### config.mk
export PLATFORM = sky130hd
export DESIGN_NAME = sevenseg_scan_ctrl_flat
export DESIGN_NICKNAME = d
export VERILOG_FILES = /design/src/rtl/sevenseg_scan_ctrl_pkg.sv /design/src/rtl/sevenseg_scan_ctrl_if.sv /design/src/rtl/sevenseg_scan_ctrl_sevensegment.sv /design/src/rtl/sevenseg_scan_ctrl.sv /design/src/flat_wrapper.sv
export SDC_FILE = /design/constraint.sdc
export NUM_CORES = 1
export LEC_CHECK = 0
export CAP_MARGIN = 25
export CORE_UTILIZATION = 55
export CTS_BUF_LIST = sky130_fd_sc_hd__clkbuf_4 sky130_fd_sc_hd__clkbuf_8 sky130_fd_sc_hd__clkbuf_16
export DETAILED_ROUTE_END_ITERATION = 8
export PLACE_DENSITY = 0.77
export SYNTH_ARGS = -nofsm -noshare
export SYNTH_HDL_FRONTEND = slang
export SYNTH_SLANG_ARGS = --single-unit
### constraint.sdc
create_clock -name clk -period 6.7 [get_ports clk]
set_input_delay 1.34 -clock clk [delete_from_list [all_inputs] [get_ports clk]]
set_output_delay 1.34 -clock clk [all_outputs]
set_load 0.01 [all_outputs]
### src/rtl/sevenseg_scan_ctrl_pkg.sv
`default_nettype none
// ============================================================================
// Module : sevenseg_scan_ctrl_pkg
// Brief  : Shared FSM state encodings, anode lookup and blanking helper.
// Rev    : 1.0
// ============================================================================
package sevenseg_scan_ctrl_pkg;

  typedef enum logic [0:0] {
    ST_BLANK = 1'b0,
    ST_DWELL = 1'b1
  } state_t;

  // One-cold anode patterns, digit 0 in the low nibble.
  localparam logic [15:0] c_an_lut = {4'b0111, 4'b1011, 4'b1101, 4'b1110};
  localparam logic [3:0]  c_an_off = 4'b1111;

  function automatic logic [3:0] an_onecold(input logic [1:0] idx);
    return c_an_lut[{idx, 2'b00} +: 4];
  endfunction

  // A digit is a leading zero if it and every more-significant digit are zero.
  function automatic logic lz_blank(input logic [15:0] v, input logic [1:0] idx);
    logic r;
    case (idx)
      2'd3:    r = (v[15:12] == 4'h0);
      2'd2:    r = (v[15:8]  == 8'h00);
      2'd1:    r = (v[15:4]  == 12'h000);
      default: r = 1'b0;
    endcase
    return r;
  endfunction

endpackage
`default_nettype wire

### src/rtl/sevenseg_scan_ctrl_if.sv
`default_nettype none
// ============================================================================
// Module : sevenseg_scan_ctrl_if
// Brief  : Load/display bundle between a host and the scan controller.
// Rev    : 1.0
// ============================================================================
interface sevenseg_scan_ctrl_if;
  logic        load;
  logic [15:0] value;
  logic [3:0]  dp_in;
  logic        lz_en;
  logic [3:0]  an;
  logic [6:0]  seg;
  logic        dp;
  logic        frame_tick;

  modport master (
    output load, value, dp_in, lz_en,
    input  an, seg, dp, frame_tick
  );

  modport slave (
    input  load, value, dp_in, lz_en,
    output an, seg, dp, frame_tick
  );
endinterface
`default_nettype wire

### src/rtl/sevenseg_scan_ctrl_sevensegment.sv
`default_nettype none
// ============================================================================
// Module : sevensegment
// Brief  : Hex nibble to active-high segments, seg[6:0] = {g,f,e,d,c,b,a}.
// Rev    : 1.0
// ============================================================================
module sevensegment (
  input  wire logic [3:0] wxyz,
  output logic      [6:0] seg
);
  always_comb begin
    seg = 7'h00;
    case (wxyz)
      4'h0: seg = 7'h3F;
      4'h1: seg = 7'h06;
      4'h2: seg = 7'h5B;
      4'h3: seg = 7'h4F;
      4'h4: seg = 7'h66;
      4'h5: seg = 7'h6D;
      4'h6: seg = 7'h7D;
      4'h7: seg = 7'h07;
      4'h8: seg = 7'h7F;
      4'h9: seg = 7'h6F;
      4'hA: seg = 7'h77;
      4'hB: seg = 7'h7C;
      4'hC: seg = 7'h39;
      4'hD: seg = 7'h5E;
      4'hE: seg = 7'h79;
      4'hF: seg = 7'h71;
      default: seg = 7'h00;
    endcase
  end
endmodule
`default_nettype wire

### src/rtl/sevenseg_scan_ctrl.sv
`default_nettype none
// ============================================================================
// Module : sevenseg_scan_ctrl
// Brief  : Four-digit multiplexed seven-segment scanner with frame-synchronous update.
// Rev    : 1.0
// ============================================================================
module sevenseg_scan_ctrl
  import sevenseg_scan_ctrl_pkg::*;
#(
  parameter logic [15:0] DWELL_CYC = 16'd50000,
  parameter logic [7:0]  BLANK_CYC = 8'd8
) (
  input  wire logic       clk,
  input  wire logic       rst_n,
  sevenseg_scan_ctrl_if.slave bus
);

  localparam logic [15:0] c_dwell_last = DWELL_CYC - 16'd1;
  localparam logic [15:0] c_blank_last = {8'd0, BLANK_CYC} - 16'd1;

  state_t      r_state, w_nxt_state;
  logic [1:0]  r_idx, w_nxt_idx;
  logic [15:0] r_cnt, w_nxt_cnt;
  logic        w_wrap;

  logic [15:0] r_disp_val, r_pend_val;
  logic [3:0]  r_disp_dp, r_pend_dp;
  logic        r_pend_vld;

  logic [3:0]  r_an;
  logic [3:0]  r_nib;
  logic        r_segen;
  logic        r_dp;
  logic        r_tick;
  logic [6:0]  w_dec_seg;

  always_comb begin
    w_nxt_state = r_state;
    w_nxt_idx   = r_idx;
    w_nxt_cnt   = r_cnt + 16'd1;
    w_wrap      = 1'b0;
    case (r_state)
      ST_BLANK: begin
        if (r_cnt == c_blank_last) begin
          w_nxt_state = ST_DWELL;
          w_nxt_cnt   = 16'd0;
        end
      end
      ST_DWELL: begin
        if (r_cnt == c_dwell_last) begin
          w_nxt_state = ST_BLANK;
          w_nxt_idx   = r_idx + 2'd1;
          w_nxt_cnt   = 16'd0;
          w_wrap      = (r_idx == 2'd3);
        end
      end
      default: begin
        w_nxt_state = ST_BLANK;
        w_nxt_cnt   = 16'd0;
      end
    endcase
  end

  always_ff @(posedge clk) begin
    if (!rst_n) begin
      r_state <= ST_BLANK;
      r_idx   <= 2'd0;
      r_cnt   <= 16'd0;
    end else begin
      r_state <= w_nxt_state;
      r_idx   <= w_nxt_idx;
      r_cnt   <= w_nxt_cnt;
    end
  end

  // A load landing on the wrap edge bypasses the pending stage entirely.
  always_ff @(posedge clk) begin
    if (!rst_n) begin
      r_disp_val <= 16'd0;
      r_disp_dp  <= 4'd0;
      r_pend_val <= 16'd0;
      r_pend_dp  <= 4'd0;
      r_pend_vld <= 1'b0;
    end else if (bus.load) begin
      if (w_wrap) begin
        r_disp_val <= bus.value;
        r_disp_dp  <= bus.dp_in;
        r_pend_vld <= 1'b0;
      end else begin
        r_pend_val <= bus.value;
        r_pend_dp  <= bus.dp_in;
        r_pend_vld <= 1'b1;
      end
    end else if (w_wrap && r_pend_vld) begin
      r_disp_val <= r_pend_val;
      r_disp_dp  <= r_pend_dp;
      r_pend_vld <= 1'b0;
    end
  end

  logic [3:0] w_dig_nib;
  logic       w_dig_dp;
  logic       w_blank;

  assign w_dig_nib = r_disp_val[{w_nxt_idx, 2'b00} +: 4];
  assign w_dig_dp  = r_disp_dp[w_nxt_idx];
  assign w_blank   = bus.lz_en & lz_blank(r_disp_val, w_nxt_idx);

  // Outputs are computed from the next state so they move with the FSM edge.
  always_ff @(posedge clk) begin
    if (!rst_n) begin
      r_an    <= c_an_off;
      r_nib   <= 4'd0;
      r_segen <= 1'b0;
      r_dp    <= 1'b0;
      r_tick  <= 1'b0;
    end else begin
      r_tick <= w_wrap;
      r_nib  <= w_dig_nib;
      if (w_nxt_state == ST_DWELL) begin
        r_an    <= (w_blank && !w_dig_dp) ? c_an_off : an_onecold(w_nxt_idx);
        r_segen <= ~w_blank;
        r_dp    <= w_dig_dp;
      end else begin
        r_an    <= c_an_off;
        r_segen <= 1'b0;
        r_dp    <= 1'b0;
      end
    end
  end

  sevensegment u_dec (
    .wxyz (r_nib),
    .seg  (w_dec_seg)
  );

  assign bus.an         = r_an;
  assign bus.seg        = r_segen ? w_dec_seg : 7'd0;
  assign bus.dp         = r_dp;
  assign bus.frame_tick = r_tick;

endmodule
`default_nettype wire

### src/flat_wrapper.sv
// flat-port wrapper written by rule: the top's interface ports become plain ports
module sevenseg_scan_ctrl_flat import sevenseg_scan_ctrl_pkg::*;
#(
  parameter logic [15:0] DWELL_CYC = 16'd50000,
  parameter logic [7:0]  BLANK_CYC = 8'd8
)
  (clk, rst_n, bus_load, bus_value, bus_dp_in, bus_lz_en, bus_an, bus_seg, bus_dp, bus_frame_tick);
  sevenseg_scan_ctrl_if bus_i ();
  input  wire logic clk;
  input  wire logic rst_n;
  input wire logic [$bits(bus_i.load)-1:0] bus_load;
  input wire logic [$bits(bus_i.value)-1:0] bus_value;
  input wire logic [$bits(bus_i.dp_in)-1:0] bus_dp_in;
  input wire logic [$bits(bus_i.lz_en)-1:0] bus_lz_en;
  output wire logic [$bits(bus_i.an)-1:0] bus_an;
  output wire logic [$bits(bus_i.seg)-1:0] bus_seg;
  output wire logic [$bits(bus_i.dp)-1:0] bus_dp;
  output wire logic [$bits(bus_i.frame_tick)-1:0] bus_frame_tick;
  assign bus_i.load = bus_load;
  assign bus_i.value = bus_value;
  assign bus_i.dp_in = bus_dp_in;
  assign bus_i.lz_en = bus_lz_en;
  assign bus_an = bus_i.an;
  assign bus_seg = bus_i.seg;
  assign bus_dp = bus_i.dp;
  assign bus_frame_tick = bus_i.frame_tick;
  sevenseg_scan_ctrl #(.DWELL_CYC(DWELL_CYC), .BLANK_CYC(BLANK_CYC)) u_core (.clk(clk), .rst_n(rst_n), .bus(bus_i));
endmodule
# Word-level counts from Yosys, hierarchy flattened
# Memory sizes are Yosys's and may differ from the RTL's. A register that Yosys moved wholly into a read port is not among the register bits.
# Cells that the tools add are included.
[op_classes]
addsub = 2
n_lt_le_gt_ge = 1
n_eq_ne = 7
shift = 2
muxes = 24
bitwise = 6
reduce_logical = 11
[ops]
columns = ["operator", "count"]
rows = [
  ["$mux 16", 5],
  ["$pmux 16 s2", 1],
  ["$add 16x1->16 const B", 1],
  ["$eq 16x16->1 const B", 1],
  ["$eq 16x3->1 const B", 1],
  ["$mux 4", 4],
  ["$shiftx 16x5->4", 1],
  ["$shiftx 16x5->4 const A", 1],
  ["$logic_not 12->1", 1],
  ["$logic_not 8->1", 1],
  ["$mux 1", 8],
  ["$mux 7", 1],
  ["$eq 2x2->1 const B", 3],
  ["$reduce_and 2->1", 3],
  ["$not 1->1", 5],
  ["$logic_not 4->1", 1],
  ["$mux 2", 2],
  ["$lt 2x3->1 const B", 1],
  ["$pmux 1 s3", 1],
  ["$reduce_or 3->1", 1],
  ["$add 2x1->2 const B", 1],
  ["$bmux 1 s2", 1],
  ["$eq 2x1->1 const B", 1],
  ["$logic_and 1x1->1", 2],
  ["5 further kinds", 5],
]
[word_totals]
register_bits = 67
mem_bits_ro = 112
inputBits = 24
output_inout_bits = 13
elab_cells = 66
n_memories = 1
[memory_table]
columns = ["memory", "depth", "width", "read_ports", "rd_ports_with_merged_regs", "wr", "line", "source"]
rows = [
  ["(name not given)", 16, 7, 1, 1, 0, "sevenseg_scan_ctrl_sevensegment.sv:13", "case (wxyz)"],
]

# Logic depth before layout (Yosys ltp)
# Gate-level depths: netlist of run 1.
[depth]
depth_word = 8
mapped_depth = 13
depth_no_buf = 13

# Hierarchy
# A second synthesis of run 1 with hierarchy kept.
[unflattened]
hier_cells = 363
hier_area_um2 = 3514.6
[modules_own_cells]
columns = ["mod", "instances", "cells_per_inst", "area_each_um2", "seq_area_each_um2"]
rows = [
  ["sevenseg_scan_ctrl", 1, 330, 3226.8, 1421.4],
  ["sevensegment", 1, 33, 287.8, 0.0],
]

# Worst setup path before layout of run 1
# Ideal clock, no wire load.
[synth_path]
path_kind = "input to register"
start = "in rst_n"
end = "reg, netlist name u_core.u_dec.seg[1]"
setup_ps = 129
arrival_time_ps = 2918
required_time_ps = 6571
path_slack_ps = 3653
cell_stages = 9
path_buffers = 1
cell_sequence = "clkbuf_1 o221ai_1 a21oi_1 inv_1 ha_1 inv_1 mux2_4 o21ai_1 nand2_1"
[synth_between]
elab_chain_cells = 1
[synth_rtl]
columns = ["element", "line", "source"]
rows = [
  ["start, declared", "flat_wrapper.sv:10", "input wire logic rst_n;"],
  ["$mux 4 (no line)", "n/a", ""],
]
# No other way between the ends.
# A chain may end at the register's enable or synchronous reset.

# Worst setup path in the final report of run 1
[layout_path]
start = "reg u_core.r_cnt[0]"
end = "reg, netlist name u_core.u_dec.seg[1]"
[layout_between]
elab_chain_cells = 5
[layout_rtl]
columns = ["element", "line", "source"]
rows = [
  ["start, declared", "sevenseg_scan_ctrl.sv:23", "logic [15:0] r_cnt, w_nxt_cnt;"],
  ["start signal, assigned", "sevenseg_scan_ctrl.sv:72", "r_cnt <= w_nxt_cnt;"],
  ["$eq 16x16->1", "sevenseg_scan_ctrl.sv:50", "if (r_cnt == c_dwell_last) begin"],
  ["$mux 2", "sevenseg_scan_ctrl.sv:50", ""],
  ["$mux 2", "sevenseg_scan_ctrl.sv:42", "case (r_state)"],
  ["$shiftx 16x5->4", "sevenseg_scan_ctrl.sv:105", "assign w_dig_nib = r_disp_val[{w_nxt_idx, 2'b00} +: 4];"],
  ["$mux 4 (no line)", "n/a", ""],
]
# No other way between the ends.

==> results.sh, run 1 <==
export IMPL_synth_avg_cell_area_um2=8.87
export IMPL_status="finished, final reports clean"
export IMPL_dp_hpwl_um=4730
export IMPL_areaGrowthSynthToFinish_pct=18.6
export IMPL_layout_commonest_cell="dfxtp_1"
export IMPL_num_rows=28
export IMPL_tightest_slew_ns=0.725
export IMPL_busiest_layer="met2"
export IMPL_design_die_area_mm2=0.00656
export IMPL_synth_seq_cells=74
export IMPL_syn_nets=420
export IMPL_grt_pass1_wl_um=11500
export IMPL_drv_cap=0
export IMPL_clk_pin_slew_ns=0.07
export IMPL_die_x_um=81.0
export IMPL_critPathMaxFanout=10
export IMPL_htree_levels=3
export IMPL_grt_util_all_layers=0.231
export IMPL_grt_max_degree=48
export IMPL_placed_area_mm2=0.00382
export IMPL_stdcell_area_mm2=0.00407
export IMPL_crit_start="u_core.r_cnt[0]"
export IMPL_totalWireLength_um=6940
export IMPL_final_max_slew_viol_count=0
export IMPL_hold_path_end="u_core.r_cnt[0]"
export IMPL_fin_skew_ns=0.0110
export IMPL_synth_edf_count=0
export IMPL_ioPinCount=37
export IMPL_cts_tree="yes"
export IMPL_r2r_start="u_core.r_cnt[0]"
export IMPL_multiInputGateArea_mm2=0.00184
export IMPL_yosysTopAreaCell="dfxtp_1"
export IMPL_ant_nets=0
export IMPL_cts_resized=0
export IMPL_die_h_um=81.0
export IMPL_clockRootBuffer="clkbuf_8"
export IMPL_ir_drop_uv=188
export IMPL_cp_slowest_stage_delay_ns=0.43
export IMPL_core_area_mm2=0.00596
export IMPL_period_needed_ns=3.38
export IMPL_post_cts_buffers=0
export IMPL_firstDrtPassIters=4
export IMPL_grt_pass1_vias=2499
export IMPL_critPathLaunchType="register"
export IMPL_dp_cells=482
export IMPL_rsz0062_at_grt="no"
export IMPL_n_antenna_cell=0
export IMPL_final_cells=498
export IMPL_layout_common_cells="74 x dfxtp_1, 57 x nand2_1, 56 x nor2_1"
export IMPL_use_met2=0.384
export IMPL_met1_usage=0.282
export IMPL_cts_buffer_depth=2
export IMPL_power_leakage_nw=1.57
export IMPL_wire_per_inst_um=13.9
export IMPL_clk_latency_ns=0.35
export IMPL_cts_made_buffers=9
export IMPL_ys_async_sr_fraction=0
export IMPL_via_per_inst=5.57
export IMPL_critPathArrivalTime_ns=3.60
export IMPL_hold_depth=1
export IMPL_fmax_mhz=296
export IMPL_yosys_most_used_dff="dfxtp_1"
export IMPL_cp_slowest_cell="or3_4"
export IMPL_hold_class="register to register"
export IMPL_finalCritPeriodShare=0.505
export IMPL_yosysTopAreaCellShare=0.431
export IMPL_vias=2772
export IMPL_drive_gt1_frac=0.0993
export IMPL_clkSinkCount=74
export IMPL_ctsHoldBuffers=0
export IMPL_setup_viol=0
export IMPL_overflow=0
export IMPL_fillCellCount=509
export IMPL_crit_type="register to register"
export IMPL_start_util=0.576
export IMPL_grt_use_met3=0.0697
export IMPL_cp_end_kind="register"
export IMPL_regToRegEndpoint="u_core.u_dec.seg[1]"
export IMPL_hold_viol_final=0
export IMPL_drcViolationCount=0
export IMPL_hold_start="u_core.r_cnt[0]"
export IMPL_fin_nets=451
export IMPL_ys_top_cells_by_area="dfxtp_1 43%, mux2i_1 8.2%, nand2_1 6.2%, nor2_1 6.2%, a211oi_1 4.8%"
export IMPL_reg2regPathDepth=13
export IMPL_port_buffers=36
export IMPL_synth_cells=387
export IMPL_p_per_area_mw_per_mm2=225
export IMPL_yosysSeqAreaShare=0.431
export IMPL_antenna_found_initial=0
export IMPL_tns_ns=0
export IMPL_synth_warning_count=0
export IMPL_place_gp_congestion=0.833
export IMPL_rrSetupSlack_ns=3.32
export IMPL_netlist_area_mm2=0.00343
export IMPL_drtIter0Drc=112
export IMPL_seq_area_mm2=0.00148
export IMPL_ys_types=51
export IMPL_crit_required_ns=6.92
export IMPL_cp_cell_sequence="ha_1 -> nand3_2 -> or3_4 -> nor2_1 -> xnor2_2 -> mux2i_1 -> a21oi_1 -> inv_1 -> ha_1 -> inv_1 -> mux2_4 -> o21ai_1 -> nand2_1"
export IMPL_max_slew_margin_rel=0.517
[synthesized netlist by cell type (3+ instances only)]
master and n:
dfxtp_1 74, nand2_1 57, nor2_1 57, mux2i_1 28, a21oi_1 26, a211oi_1 22, clkbuf_1 16, and2_1 10
ha_1 9, nand3_1 9, xor2_1 8, inv_1 6, xnor2_1 6, nor4_1 4, and3_1 3, nand2b_1 3
nor3_2 3, nor3b_1 3, o211ai_1 3, o221ai_1 3, o22ai_1 3
[state kept, by name, summed over array words and instances (netlist names), 2 cells and up]
register and count:
u_core.r_pend_val 16, u_core.r_disp_val 16, u_core.r_pend_dp 4, u_core.r_cnt 16, u_core.r_disp_dp 4, u_core.u_dec.seg 7
u_core.r_idx 2, u_core.bus.an 4
[per-stage QoR]
step	power [mW]	util	hold WS [ns]	setup WS, ns
final	0.917	0.684	0.441	3.32
after global routing	0.945	0.684	0.466	3.04
after CTS	0.925	0.684	0.447	3.33
after detailed placement	0.515	0.642	0.436	3.03
after global placement	0.514	0.642	0.425	3.11
after floorplan	0.492	-	0.413	3.65
[kinds of logic after synthesis]
kind of cell	count (synthesis)	share of synthesized area
DFF	74	0.431
muxes	32	0.100
buffers and inverters	26	0.0343
xor gates and xnor gates	15	0.0405
adders and majority gates	9	0.0328
AOI/OAI and AO/OA	67	0.133
and+or+nand+nor	164	0.228
[layout make-up]
| cell class | instances | area share |
|---|---|---|
| Clock buffer | 13 | 0.0439 |
| Clock inverter | 3 | 0.0169 |
| Inverter | 6 | 0.00553 |
| Multi-Input combinational cell | 287 | 0.451 |
| Sequential cell | 74 | 0.364 |
| Tap cell | 75 | 0.0230 |
| Timing Repair Buffer | 40 | 0.0959 |
[layer usage]
layer  wire, µm  part of all wire
met5          0                 0
met4         98             0.014
met3        345             0.050
met2       3380              0.49
met1       3120              0.45
[power breakdown]
group | switching, mW | leakage [nW] | internal, mW
clock | 0.161 | 0.126 | 0.251
combinational | 0.0268 | 0.847 | 0.0255
sequential | 0.00439 | 0.601 | 0.448
total | 0.192 | 1.57 | 0.725
[worst max-delay path: cells and delay by family, from the launching register on]
family / cells / cell delay, ns
xor gates and xnor gates: 1 / 0.28
AOI/OAI and AO/OA: 2 / 0.52
buffers and inverters: 2 / 0.23
DFF: 1 / 0.35
and+or+nand+nor: 4 / 0.89
adders and majority gates: 2 / 0.56
muxes: 2 / 0.44
[worst max path at each step]
stage,endpoint,cells after the start
CTS,u_core.u_dec.seg[1],13
finish,u_core.u_dec.seg[1],13
global route,u_core.u_dec.seg[1],13
global placement,u_core.u_dec.seg[1],9
floorplan,u_core.u_dec.seg[1],9
detailed placement,u_core.u_dec.seg[1],9
Note: power is estimated with default switching activity, not from simulation.
==> inputs of run 2 (changes only) <==
CORE_UTILIZATION = 51   (was 55)
PLACE_DENSITY = 0.75   (was 0.77)
clock period = 3 ns   (was 6.7 ns; I/O delays follow)
==> run 2 against run 1 <==
  * The run now ends with DRC left
  * Design area increased by 1.4%
  * Flip-flop and latch count unchanged
  * Critical path depth is the same
  * Critical endpoint unchanged
  * Largest cell class unchanged
  * Largest power group unchanged
==> results.sh, run 2 (same netlist as run 1, synthesis figures left out) <==
export IMPL_status="complete, but fails checks"
export IMPL_areaGrowthSynthToFinish_pct=20.3
export IMPL_r2r_start="u_core.r_cnt[0]"
export IMPL_cts_buffer_depth=2
export IMPL_final_util=0.643
export IMPL_overflow=0
export IMPL_violations="DRC"
export IMPL_tightest_slew_ns=0.709
export IMPL_power_mw=2.05
export IMPL_period_needed_ns=2.80
export IMPL_port_buffers=36
export IMPL_layout_commonest_cell="dfxtp_1"
export IMPL_critPathArrivalTime_ns=3.03
export IMPL_design_die_area_mm2=0.00706
export IMPL_fmax_mhz=357
export IMPL_drive_gt1_frac=0.121
export IMPL_drcViolationCount=5
export IMPL_fillCellCount=549
export IMPL_die_x_um=84.1
export IMPL_worst_slack_ns=0.200
export IMPL_cts_made_buffers=9
export IMPL_fin_skew_ns=0.0112
export IMPL_reg_top3="u_core.r_cnt (16), u_core.r_disp_val (16), u_core.r_pend_val (16)"
export IMPL_dp_hpwl_um=4860
export IMPL_wire_per_inst_um=13.4
export IMPL_num_rows=29
export IMPL_firstDrtPassIters=6
export IMPL_die_h_um=84.1
export IMPL_critPathLaunchType="register"
export IMPL_htree_levels=3
export IMPL_core_area_mm2=0.00642
export IMPL_place_gp_congestion=0.869
export IMPL_ioPinCount=37
export IMPL_grt_max_degree=48
export IMPL_dpl_worst_slack_ns=0.124
export IMPL_antenna_found_initial=0
export IMPL_clkSinkCount=74
export IMPL_drv_cap=0
export IMPL_grt_pass1_vias=2548
export IMPL_final_max_slew_viol_count=0
export IMPL_hold_viol_final=0
export IMPL_p_per_area_mw_per_mm2=495
export IMPL_n_antenna_cell=0
export IMPL_rsz0062_at_grt="no"
export IMPL_clk_latency_ns=0.35
export IMPL_finalCritPeriodShare=0.933
export IMPL_hold_start="u_core.r_cnt[0]"
export IMPL_ant_nets=0
export IMPL_drtIter0Drc=106
export IMPL_start_util=0.535
export IMPL_cp_end_kind="register"
export IMPL_tns_ns=0
export IMPL_critPathMaxFanout=4
export IMPL_power_leakage_nw=1.60
export IMPL_setup_viol=0
export IMPL_vias=2739
export IMPL_layout_common_cells="74 x dfxtp_1, 57 x nand2_1, 55 x nor2_1"
export IMPL_hold_class="register to register"
export IMPL_crit_start="u_core.r_cnt[0]"
export IMPL_via_per_inst=5.40
export IMPL_ir_drop_uv=283
export IMPL_crit_type="register to register"
export IMPL_totalWireLength_um=6810
export IMPL_grt_util_all_layers=0.205
export IMPL_hold_ws_ns=0.455
export IMPL_clockRootBuffer="clkbuf_8"
export IMPL_cts_tree="yes"
export IMPL_grt_pass1_wl_um=11700
export IMPL_max_slew_margin_rel=0.527
export IMPL_crit_required_ns=3.23
export IMPL_fin_nets=458
export IMPL_clk_pin_slew_ns=0.07
[run 2: path summary, 6_finish.rpt]
| path | endpoint | slack [ns] | cells after the start |
|---|---|---|---|
| worst max-delay path | u_core.u_dec.seg[1] | 0.20 | 13 |
| worst min-delay path | u_core.r_cnt[0] | 0.45 | 1 |
| worst max register to register | u_core.u_dec.seg[1] | 0.20 | 13 |
| worst min register to register | u_core.r_cnt[0] | 0.45 | 1 |
[run 2: area by class of cell]
class                   instances  area, µm²  share of cell area
clock buffers                   9        124              0.0300
clock inverters                 7        118              0.0285
inverters                       6       22.5             0.00545
multi-input cells             287       1850               0.447
flip-flops and latches         74       1480               0.359
well taps                      77       96.3              0.0233
repair buffers                 47        443               0.107
[run 2: timing repair]
item                       CTS  global route
setup endpoints to repair    0             4
hold endpoints to repair     0             0
hold buffers                 0             0
gates resized for setup      0             3
setup buffers                0             0
[run 2: metal layers]
layer | GRT usage | up-vias | part of all wire
met5 | 0 | - | 0
met4 | 0.0831 | 0 | 0.015
met3 | 0.0435 | 13 | 0.046
met2 | 0.329 | 70 | 0.46
met1 | 0.268 | 1239 | 0.48
li1 | - | 1417 | -
[run 2: power by group]
part	switching (mW)	internal [mW]	total (mW)
Sequential	0.00980	1.00	1.01
Combinational	0.0599	0.0587	0.119
Clock	0.366	0.550	0.916
Total	0.436	1.61	2.05
[run 2: critical path, stage by stage (launching register included)]
cell     delay [ns]
dfxtp_1        0.36
ha_2           0.22
nand3_2        0.09
or3_4          0.43
nor2_2         0.19
xnor2_2        0.17
mux2i_1        0.12
a21oi_1        0.19
inv_1          0.12
ha_1           0.29
inv_1          0.05
mux2_4         0.26
o21ai_1        0.12
nand2_1        0.06
[run 2: through the flow]
| stage | instances | cell area, µm² |
|---|---|---|
| final | 507 | 4130 |
| after CTS | 507 | 4120 |
| after floorplan | 387 | 3430 |
| after global routing | 507 | 4130 |
| after detailed placement | 491 | 3880 |
| after global placement | 491 | 3880 |
==> inputs of run 3 (changes only) <==
CELL_PAD_IN_SITES_DETAIL_PLACEMENT = 0   (was not set)
CELL_PAD_IN_SITES_GLOBAL_PLACEMENT = 1   (was not set)
CORE_UTILIZATION = 39   (was 51)
==> run 3 against run 2 <==
  * Non-clock buffer count stayed put
  * Largest cell class unchanged
  * Clock skew down 0.0047 ns
  * First-iteration DRC count is 22% lower
  * Maximum frequency grew 0.76%
  * Critical path depth increased by 1
  * The run now ends clean
  * Die area increased by 30%
  * Combinational power is essentially flat
  * Core utilization down 15 points
  * Sequential share of layout area down 0.37 points
  * Clock power fell by 2%
  * Power down 0.61%
  * Global-route usage fell by 3.3 points
==> results.sh, run 3 (same netlist as run 1, synthesis figures left out) <==
export IMPL_layout_commonest_cell="dfxtp_1"
export IMPL_hold_class="register to register"
export IMPL_fin_skew_ns=0.00651
export IMPL_port_buffers=36
export IMPL_tightest_slew_ns=0.753
export IMPL_dp_hpwl_um=5060
export IMPL_wire_per_inst_um=13.3
export IMPL_power_leakage_nw=1.61
export IMPL_design_die_area_mm2=0.00918
export IMPL_clkSinkCount=74
export IMPL_firstDrtPassIters=4
export IMPL_rsz0062_at_grt="no"
export IMPL_reg_top3="u_core.r_cnt (16), u_core.r_disp_val (16), u_core.r_pend_val (16)"
export IMPL_placed_area_mm2=0.00392
export IMPL_status="finished, final reports clean"
export IMPL_internal_power_mw=1.60
export IMPL_drtIter0Drc=83
export IMPL_stdcell_area_mm2=0.00417
export IMPL_clockRootBuffer="clkbuf_8"
export IMPL_areaGrowthSynthToFinish_pct=21.5
export IMPL_r2r_start="u_core.r_cnt[0]"
export IMPL_overflow=0
export IMPL_die_h_um=95.8
export IMPL_setup_viol=0
export IMPL_dpl_worst_slack_ns=0.102
export IMPL_max_slew_margin_rel=0.498
export IMPL_comb_power_share=0.060
export IMPL_totalWireLength_um=7140
export IMPL_ioPinCount=37
export IMPL_n_antenna_cell=0
export IMPL_netSwitchingFraction=0.215
export IMPL_power_mw=2.03
export IMPL_period_needed_ns=2.78
export IMPL_cts_buffer_depth=2
export IMPL_grt_pass1_vias=2434
export IMPL_drive_gt1_frac=0.126
export IMPL_place_gp_congestion=0.819
export IMPL_grt_max_degree=48
export IMPL_cp_end_kind="register"
export IMPL_drcViolationCount=0
export IMPL_cts_made_buffers=9
export IMPL_ant_nets=0
export IMPL_final_max_slew_viol_count=0
export IMPL_cts_tree="yes"
export IMPL_layout_common_cells="74 x dfxtp_1, 56 x nand2_1, 55 x nor2_1"
export IMPL_antenna_found_initial=0
export IMPL_worst_slack_ns=0.221
export IMPL_hold_ws_ns=0.454
export IMPL_ctsHoldBuffers=0
export IMPL_core_area_mm2=0.00838
export IMPL_seq_power_share=0.497
export IMPL_crit_type="register to register"
export IMPL_via_per_inst=5.04
export IMPL_finalCritPeriodShare=0.926
export IMPL_grt_pass1_wl_um=12000
export IMPL_p_sw_uw=437
export IMPL_fmax_mhz=360
export IMPL_start_util=0.410
export IMPL_critPathMaxFanout=4
export IMPL_critPathLaunchType="register"
export IMPL_die_x_um=95.8
export IMPL_p_clk_frac=0.443
export IMPL_num_rows=33
export IMPL_fin_nets=458
export IMPL_p_per_area_mw_per_mm2=487
export IMPL_cts_resized=0
export IMPL_clk_latency_ns=0.35
export IMPL_hold_start="u_core.r_pend_val[6]"
export IMPL_clk_pin_slew_ns=0.08
export IMPL_htree_levels=3
export IMPL_hold_viol_final=0
export IMPL_crit_required_ns=3.24
export IMPL_vias=2699
export IMPL_drv_cap=0
export IMPL_ir_drop_uv=253
export IMPL_crit_start="u_core.r_cnt[0]"
export IMPL_post_cts_buffers=0
export IMPL_grt_util_all_layers=0.172
export IMPL_critPathArrivalTime_ns=3.02
export IMPL_tns_ns=0
-- run 3: changes by cell type in the layout (fill, tap and decap cells not counted) --
| cell | before | now |
|---|---|---|
| nand2_2 | 1 | 2 |
| clkbuf_8 | 9 | 12 |
| nand2_1 | 57 | 56 |
| clkinvlp_4 | 3 | 1 |
| nor2_2 | 2 | 1 |
| mux2i_1 | 27 | 26 |
| nor2_4 | 0 | 1 |
| mux2i_2 | 1 | 2 |
| bufinv_16 | 3 | 2 |
-- run 3: power groups by stage --
stage | Sequential [mW] | Clock, mW | Combinational [mW]
after global routing | 1.01 | 0.968 | 0.135
after detailed placement | 1.03 | 0 | 0.122
final | 1.01 | 0.901 | 0.121
after global placement | 1.03 | 0 | 0.121
after floorplan | 1.03 | 0 | 0.0668
after CTS | 1.01 | 0.929 | 0.122
-- run 3: final timing paths --
| path | end | slack (ns) | cells past startpoint |
|---|---|---|---|
| hold / removal | u_core.r_pend_val[6] | 0.45 | 2 |
| setup / recovery | u_core.u_dec.seg[1] | 0.22 | 14 |
| setup reg to reg | u_core.u_dec.seg[1] | 0.22 | 14 |
| hold reg to reg | u_core.r_pend_val[6] | 0.45 | 2 |
-- run 3: layout make-up --
cell class / instances / area (µm²)
inverter: 6 / 22.5
timing repair buffer: 47 / 443
clock inverter: 4 / 72.6
sequential: 74 / 1480
tap: 105 / 131
multi-input combinational: 287 / 1860
fill: 810 / 4210
clock buffer: 12 / 165
-- run 3: per-layer routing --
| metal | track usage | part of all wire |
|---|---|---|
| met1 | 0.246 | 0.52 |
| met2 | 0.246 | 0.42 |
| met3 | 0.0316 | 0.040 |
| met4 | 0.0858 | 0.015 |
| met5 | 0 | 0 |
-- run 3: worst max-delay path, stage by stage (launching register included) --
cell and delay [ns]:
dfxtp_1 0.36, ha_2 0.24, nand3_2 0.09, nor3_2 0.25
buf_4 0.17, a21oi_2 0.07, mux2i_2 0.24, o221ai_1 0.17
a21oi_1 0.19, inv_1 0.13, ha_1 0.29, inv_1 0.05
mux2_4 0.26, o21ai_1 0.11, nand2_1 0.06
-- run 3: through the flow --
step                std cells  utilization
floorplan                 387            -
global placement          519        0.467
detailed placement        519        0.467
CTS                       535        0.495
global route              535        0.498
finish                    535        0.498
